## src/rtl/core_decode_mult_seq.sv

```systemverilog
// LDM/STM micro-op sequencer between fetch queue and decode mux.
// Optional DECODE_MULT_SEQ_PERF_EN adds perf_uops/perf_stalls counters.
module core_decode_mult_seq #(
  parameter int NUM_REGS   = 16,
  parameter int WORD_BYTES = 4,
  parameter int OFF_W      = $clog2(NUM_REGS*WORD_BYTES)+2
) (
  input  logic                        clk,
  input  logic                        rst_n,
  input  logic                        flush,
  input  logic                        in_valid,
  output logic                        in_ready,
  input  logic [31:0]                 in_insn,
  input  logic                        in_is_mult,
  output logic                        out_valid,
  input  logic                        out_ready,
  output logic [31:0]                 out_insn,
  output logic [$clog2(NUM_REGS)-1:0] out_reg,
  output logic [OFF_W-1:0]            out_offset,
  output logic [OFF_W-1:0]            out_wb_delta,
  output logic                        out_first,
  output logic                        out_last,
  output logic                        out_mult,
  output logic                        out_undefined
`ifdef DECODE_MULT_SEQ_PERF_EN
  ,
  output logic [31:0]                 perf_uops,
  output logic [31:0]                 perf_stalls
`endif
);

  localparam int RW = $clog2(NUM_REGS);
  localparam int CW = $clog2(NUM_REGS+1);
  localparam logic signed [OFF_W-1:0] STEP = OFF_W'(WORD_BYTES);

  typedef enum logic {IDLE, EXPAND} state_t;

  state_t state_q, state_d;
  logic [NUM_REGS-1:0] mask_q;

  logic accept, hs;
  logic [NUM_REGS-1:0] list, list_rest, mask_rest;
  logic [CW-1:0] cnt;
  logic signed [OFF_W-1:0] n_bytes, base_off, wb_delta;
  logic p_bit, u_bit;

  function automatic logic [RW-1:0] lowest(input logic [NUM_REGS-1:0] m);
    lowest = '0;
    for (int i = NUM_REGS-1; i >= 0; i--)
      if (m[i]) lowest = RW'(i);
  endfunction

  assign accept = in_valid && in_ready;
  assign hs     = out_valid && out_ready;

  assign list      = in_insn[NUM_REGS-1:0];
  assign p_bit     = in_insn[24];
  assign u_bit     = in_insn[23];
  assign list_rest = list & (list - NUM_REGS'(1));
  assign mask_rest = mask_q & (mask_q - NUM_REGS'(1));

  always_comb begin
    cnt = '0;
    for (int i = 0; i < NUM_REGS; i++)
      cnt = cnt + CW'(list[i]);
  end

  // Descending lists still start at the lowest address
  always_comb begin
    n_bytes  = OFF_W'(cnt) * STEP;
    base_off = '0;
    wb_delta = '0;
    if (u_bit) begin
      base_off = p_bit ? STEP : '0;
      wb_delta = n_bytes;
    end else begin
      base_off = -n_bytes + (p_bit ? '0 : STEP);
      wb_delta = -n_bytes;
    end
  end

  always_ff @(posedge clk or negedge rst_n) begin
    if (!rst_n) state_q <= IDLE;
    else        state_q <= state_d;
  end

  always_comb begin
    state_d = state_q;
    if (flush) begin
      state_d = IDLE;
    end else begin
      case (state_q)
        IDLE:
          if (accept && in_is_mult && cnt > CW'(1))
            state_d = EXPAND;
        EXPAND:
          if (hs && mask_rest == '0)
            state_d = IDLE;
        default: state_d = IDLE;
      endcase
    end
  end

  always_comb begin
    in_ready = (state_q == IDLE) && (!out_valid || out_ready);
  end

  always_ff @(posedge clk or negedge rst_n) begin
    if (!rst_n) begin
      mask_q        <= '0;
      out_valid     <= 1'b0;
      out_insn      <= '0;
      out_reg       <= '0;
      out_offset    <= '0;
      out_wb_delta  <= '0;
      out_first     <= 1'b0;
      out_last      <= 1'b0;
      out_mult      <= 1'b0;
      out_undefined <= 1'b0;
    end else if (flush) begin
      out_valid <= 1'b0;
      mask_q    <= '0;
    end else if (accept) begin
      out_valid <= 1'b1;
      out_insn  <= in_insn;
      out_first <= 1'b1;
      if (!in_is_mult) begin
        mask_q        <= '0;
        out_reg       <= '0;
        out_offset    <= '0;
        out_wb_delta  <= '0;
        out_last      <= 1'b1;
        out_mult      <= 1'b0;
        out_undefined <= 1'b0;
      end else if (cnt == '0) begin
        mask_q        <= '0;
        out_reg       <= '0;
        out_offset    <= '0;
        out_wb_delta  <= '0;
        out_last      <= 1'b1;
        out_mult      <= 1'b1;
        out_undefined <= 1'b1;
      end else begin
        mask_q        <= list_rest;
        out_reg       <= lowest(list);
        out_offset    <= base_off;
        out_wb_delta  <= wb_delta;
        out_last      <= (list_rest == '0);
        out_mult      <= 1'b1;
        out_undefined <= 1'b0;
      end
    end else if (hs) begin
      if (state_q == EXPAND) begin
        mask_q     <= mask_rest;
        out_reg    <= lowest(mask_q);
        out_offset <= out_offset + STEP;
        out_first  <= 1'b0;
        out_last   <= (mask_rest == '0);
      end else begin
        out_valid <= 1'b0;
      end
    end
  end

`ifdef DECODE_MULT_SEQ_PERF_EN
  // Counters survive flush; only reset clears them
  always_ff @(posedge clk or negedge rst_n) begin
    if (!rst_n) begin
      perf_uops   <= '0;
      perf_stalls <= '0;
    end else begin
      if (hs)                     perf_uops   <= perf_uops + 32'd1;
      if (out_valid && !out_ready) perf_stalls <= perf_stalls + 32'd1;
    end
  end
`endif

endmodule

```

## config.mk

```make
export PLATFORM = sky130hd
export DESIGN_NAME = core_decode_mult_seq
export DESIGN_NICKNAME = d
export VERILOG_FILES = /design/src/rtl/core_decode_mult_seq.sv
export SDC_FILE = /design/constraint.sdc
export NUM_CORES = 1
export LEC_CHECK = 0
export ABC_CLOCK_PERIOD_IN_PS = 6100
export CAP_MARGIN = 40
export CORE_UTILIZATION = 55
export DETAILED_ROUTE_END_ITERATION = 7
export PLACE_DENSITY = 0.86
export SETUP_SLACK_MARGIN = 0.2
export SYNTH_ARGS = -nofsm -noshare
export SYNTH_HDL_FRONTEND = slang
export SYNTH_SLANG_ARGS = --single-unit
```

## constraint.sdc

```tcl
create_clock -name clk -period 6.1 [get_ports clk]
set_clock_uncertainty 0.1 [all_clocks]
set_input_delay 0.915 -clock clk [delete_from_list [all_inputs] [get_ports clk]]
set_output_delay 0.915 -clock clk [all_outputs]
set_load 0.005 [all_outputs]
```

* Yosys cells after proc, flatten, opt, wreduce, memory -nomap -nowiden
Index checks and enable logic that the tools add are counted.
** Operators by class
- Multiplexer cells :: 73
- Magnitude comparators :: 1
- Reductions and logical operators :: 19
- Eq/ne operators :: 1
- Bitwise gates (word level) :: 4
- $add $sub $neg :: 21
** Operators with widths (number)
- $mux 4 :: 37
- $mux 16 :: 6
- $mux 8 :: 9
- $add 5x1->5 :: 11
- $and 16x16->16 :: 2
- $logic_not 16->1 :: 2
- $sub 16x1->16 const B :: 2
- $mux 1 :: 18
- $neg 7->8 :: 2
- $add 8x3->8 :: 1
- $add 8x3->8 const B :: 1
- $logic_and 1x1->1 :: 6
- $mux 3 :: 2
- $reduce_and 2->1 :: 3
- $reduce_bool 3->1 :: 2
- $add 4x1->5 :: 1
- $gt 5x1->1 const B :: 1
- $logic_not 5->1 :: 1
- $add 3x1->4 :: 1
- $reduce_bool 2->1 :: 2
- $add 2x1->3 :: 1
- $ne 3x2->1 const B :: 1
- $reduce_and 3->1 :: 1
- $add 1x1->2 :: 1
- other kinds (4) :: 5
** Word-level totals
- Output and inout port bits :: 58
- Input port bits :: 38
- Bits in registers :: 74
- Word-level logic and storage cells :: 130

* Longest topological paths before layout
- Depth in word-level cells :: 21
- Depth in mapped cells :: 19

* Least setup slack after synthesis
Ideal clock, no wire load.
- Path type :: input to register
- From :: in in_insn[5]
- To :: reg out_offset[7]
- Data arrival time :: 5.487 ns
- Path slack :: 0.447 ns
- Stages :: 19
- Setup time :: 0.066 ns
- Required time :: 5.934 ns
- Path through :: inv_1 fa_1 inv_1 fa_1 fa_1 inv_1 fa_1 inv_1 ha_1 fa_1 inv_1 ha_1 nor3b_1 ha_1 nor4b_2 nor2b_1 o31ai_1 o41ai_1 a22o_1
** On the way
- Word-level cells in the longest chain between the ends :: 17
- Elaborated cells between the ends (all ways) :: 18
- Classes of those cells :: add/sub (13); mux (4); reduce/logical (1)
** RTL lines
- start: declaration :: RTL line 13 : input logic [31:0] in_insn,
- $add 5x1->5 (*) (11 in series) :: RTL line 65 : cnt = cnt + CW'(list[i]);
- $neg 7->8 :: RTL line 77 : base_off = -n_bytes + (p_bit ? '0 : STEP);
- $add 8x3->8 :: RTL line 77
- $mux 8 :: RTL line 73 : if (u_bit) begin
- $mux 8 (*) :: RTL line 135 : end else if (cnt == '0) begin
- $mux 8 (*) :: RTL line 127 : if (!in_is_mult) begin
- $mux 8 (*) :: RTL line 123 : end else if (accept) begin
- end signal: assignment :: RTL line 146 : out_offset <= base_off;
- end signal: assignment :: RTL line 156 : out_offset <= out_offset + STEP;
- end: declaration :: RTL line 19 : output logic [OFF_W-1:0] out_offset,
Mark *: on every way between the ends. The rest lies on a longest branch, timed or not.
A chain may end at the register's enable or synchronous reset.

* Final worst setup path
Ends and elaborated chain as after synthesis.

==> flow_summary_export.csv <==
group,metric,value,unit
run_status,outcome,"finished, final reports clean",
drt,routed_wl,12230,µm
cells_and_area,largest_reg_flops,32,
clock_network,clk_latency,350,ps
cells_and_area,top_regs,"out_insn (32), mask_q (15)",
sta,hold_violations,0,
global_route,track_usage,0.3106,
sta,max_slew.worst_pin.slew,753.6,ps
setup_path,critPathCaptureType,"flip-flop",
setup_path,cp_slowest_cell,"fa_1",
global_route,grt_overflow,0,
synth,synthCells,510,
synth,ys_seq_elements,69,
floorplanning,start_util,0.5818,
sta,timing.hold.ws,383.0,ps
drt,wl_met2,5971,µm
drt,antenna_left,0,
synth,synth_area_leaders,"dfrtp_1, nand2_1, o21ai_0",
setup_path,max_stage_delay,550,ps
sta,post-route-period-util,0.9359,
drt,drt_iter0_drc,322,
setup_path,path_max_fanout,3,
flow_run,cap_violations,0,
floorplanning,core,0.007408,mm²
synth,synthTopCellsByCount,"nand2_1, dfrtp_1, o21ai_0",
setup_path,critPathKind,"input pin to flip-flop",
synth,synthDistinctLibCells,67,
power_and_ir_drop,p_per_area,395.2,mW/mm²
synth,synthFlopType,"dfrtp_1",
floorplanning,pin_count,96,
cells_and_area,num-nets-final,670,
setup_path,critPathBufInv,6,
drt,route.met3.wl,851,µm
sta,setup_tns,0,ps
floorplanning,placementRows,31,
sta,drv_slew,0,
setup_path,cp.arrival,5890,ps
power_and_ir_drop,p_leak,0.002475,µW
synth,synth.avg_cell_area,8.452,µm²
power_and_ir_drop,ir_drop,247.6,µV
floorplanning,fp.dieH,90.53,µm
cells_and_area,regMostFlops,"out_insn",
hold_path,hp-class,"flip-flop to flip-flop",
clock_network,clk_pin_slew_worst_paths,70,ps
sta,period_needed,5709,ps
sta,max-slew-margin-rel,0.4965,
sta,grt_setup_unrepaired,"yes",
drt,vias_per_cell,5.906,
drt,num_vias,4205,
clock_network,htree_levels,3,
sta,max_freq,175.2,MHz
floorplanning,die_w,90.53,µm
global_route,grt_start_max_net_pins,54,
drt,wl_per_cell,17.17,µm
synth,synthArstFlopShare,1.000,
placed_design,postPlaceCellArea,0.005371,mm²
clock_network,cts_buffer_depth,2,
placed_design,place_hpwl,8887,µm
synth,post-synth-top-count-cell,"nand2_1",
drt,dr.pass1.iters,5,
clock_network,numCtsBuffers,9,
clock_network,clock_sinks,69,
synth,synth_edf_count,0,
cells_and_area,layout-drive-gt1-share,0.1028,
synth,netlist_area,0.004310,mm²
setup_path,cp_cell_sequence,"clkdlybuf4s50_1 -> inv_1 -> fa_1 -> inv_1 -> fa_1 -> fa_1 -> inv_1 -> fa_1 -> inv_1 -> ha_1 -> fa_1 -> inv_1 -> ha_1 -> nor3b_2 -> ha_2 -> nor4b_4 -> nor2b_4 -> o31ai_1 -> o41ai_1 -> a22o_1",
setup_path,crit_required,6280,ps
setup_path,cp_top_family,"adder cells",
setup_path,start_kind,"input pin",
cells_and_area,final_area,0.005622,mm²
global_route,grt_pass1_vias,4151,
drt,drc_errors,0,
synth,seq_area_frac_synth,0.4006,
global_route,grt_pass1_wl,20150,µm
synth,synth.top_cell.area_share,0.4006,
clock_network,cts_root_buf,"clkbuf_8",
cells_and_area,nFillCells,528,
sta,setup_viol,0,
synth,ys_warn_count,0,
synth,synth_top_cell_by_area,"dfrtp_1",
placed_design,place.gp.congestion,0.9364,
clock_network,postCtsSetupRepairBufs,0,
placed_design,port_buffers,91,
cells_and_area,diodes,0,
drt,routed.top_layer,"met4",
clock_network,cts_tree,"built",
global_route,antenna_found_initial,0,
cells_and_area,area_delta_synth_final,30.42,%
floorplanning,dieArea,0.008195,mm²
drt,wl_met1,5011,µm
## metrics by stage
stage	utilization	std cells	total power, µW	worst slack (ps)
global placement	0.7223	695	1708	78.94
CTS	0.7553	712	2193	243.4
detailed placement	0.7250	696	1762	-81.45
global route	0.7588	712	2379	149.1
floorplan	-	513	1239	447.1
finish	0.7588	712	2222	391.3
## layer usage
metal,vias up,GRT usage
li1,1940,-
met1,2021,0.3862
met2,197,0.5145
met3,47,0.06987
met4,0,0.1411
met5,-,0
## repair_timing
item / 4_1_cts / 5_1_grt
endpoints found under the setup margin: 0 / 28
resized for setup: 0 / 6
hold buffers: 0 / 0
## kinds of logic (layout without fill, tap and decap cells)
group | Yosys count | in the layout | share of synthesized area
fa+ha+maj | 26 | 26 | 0.09173
buf+inv | 66 | 166 | 0.06966
mux | 1 | 1 | 0.002322
flops | 69 | 69 | 0.4006
compound gates | 138 | 138 | 0.2009
xor+xnor | 7 | 7 | 0.01422
simple gates | 202 | 202 | 0.2197
other cells | 1 | 4 | 0.0008700
## cell usage in the layout (no fill, tap or decap), types with 7 or more instances in the layout
cell type and count:
dfrtp_1 69, clkbuf_8 10, clkdlybuf4s50_1 90, nand2_1 109, fa_1 10, o31ai_1 7, o21ai_0 61, ha_1 13
a21oi_1 23, nor3_1 8, nor2_1 36, nand3_1 8, inv_1 36, buf_4 22
## layout make-up
class / count / area [µm²] / share of cell area
inverter: 36 / 135.1 / 0.02404
multi-input combinational: 378 / 2321 / 0.4129
sequential: 69 / 1727 / 0.3071
tap: 99 / 123.9 / 0.02203
timing repair buffer: 114 / 1091 / 0.1941
clock inverter: 6 / 86.33 / 0.01536
clock buffer: 10 / 137.6 / 0.02448
## worst reg2reg max path: cells and delay by family (launching register included)
kind / cells / cell delay, ps
AO/OA/AOI/OAI: 2 / 710
flip-flops: 1 / 420
AND/OR/NAND/NOR: 3 / 1320
## where the power goes
part           total [µW]  switching (µW)  internal (µW)
Combinational        1110             549            561
Sequential            692             103            589
Clock                 420             179            241
## path summary, 6_finish.rpt
path | to | cells after the start | slack (ps) | start
max | out_offset[7] | 20 | 390 | in_insn[5]
min | out_insn[30] | 2 | 380 | out_insn[30]
max reg2reg | out_reg[0] | 5 | 3500 | out_valid
min reg2reg | out_insn[30] | 2 | 380 | out_insn[30]
max in group asynchronous | out_insn[12] | 3 | 4840 | rst_n
min in group asynchronous | out_reg[0] | 2 | 510 | rst_n
(Power assumes the default switching activity.)
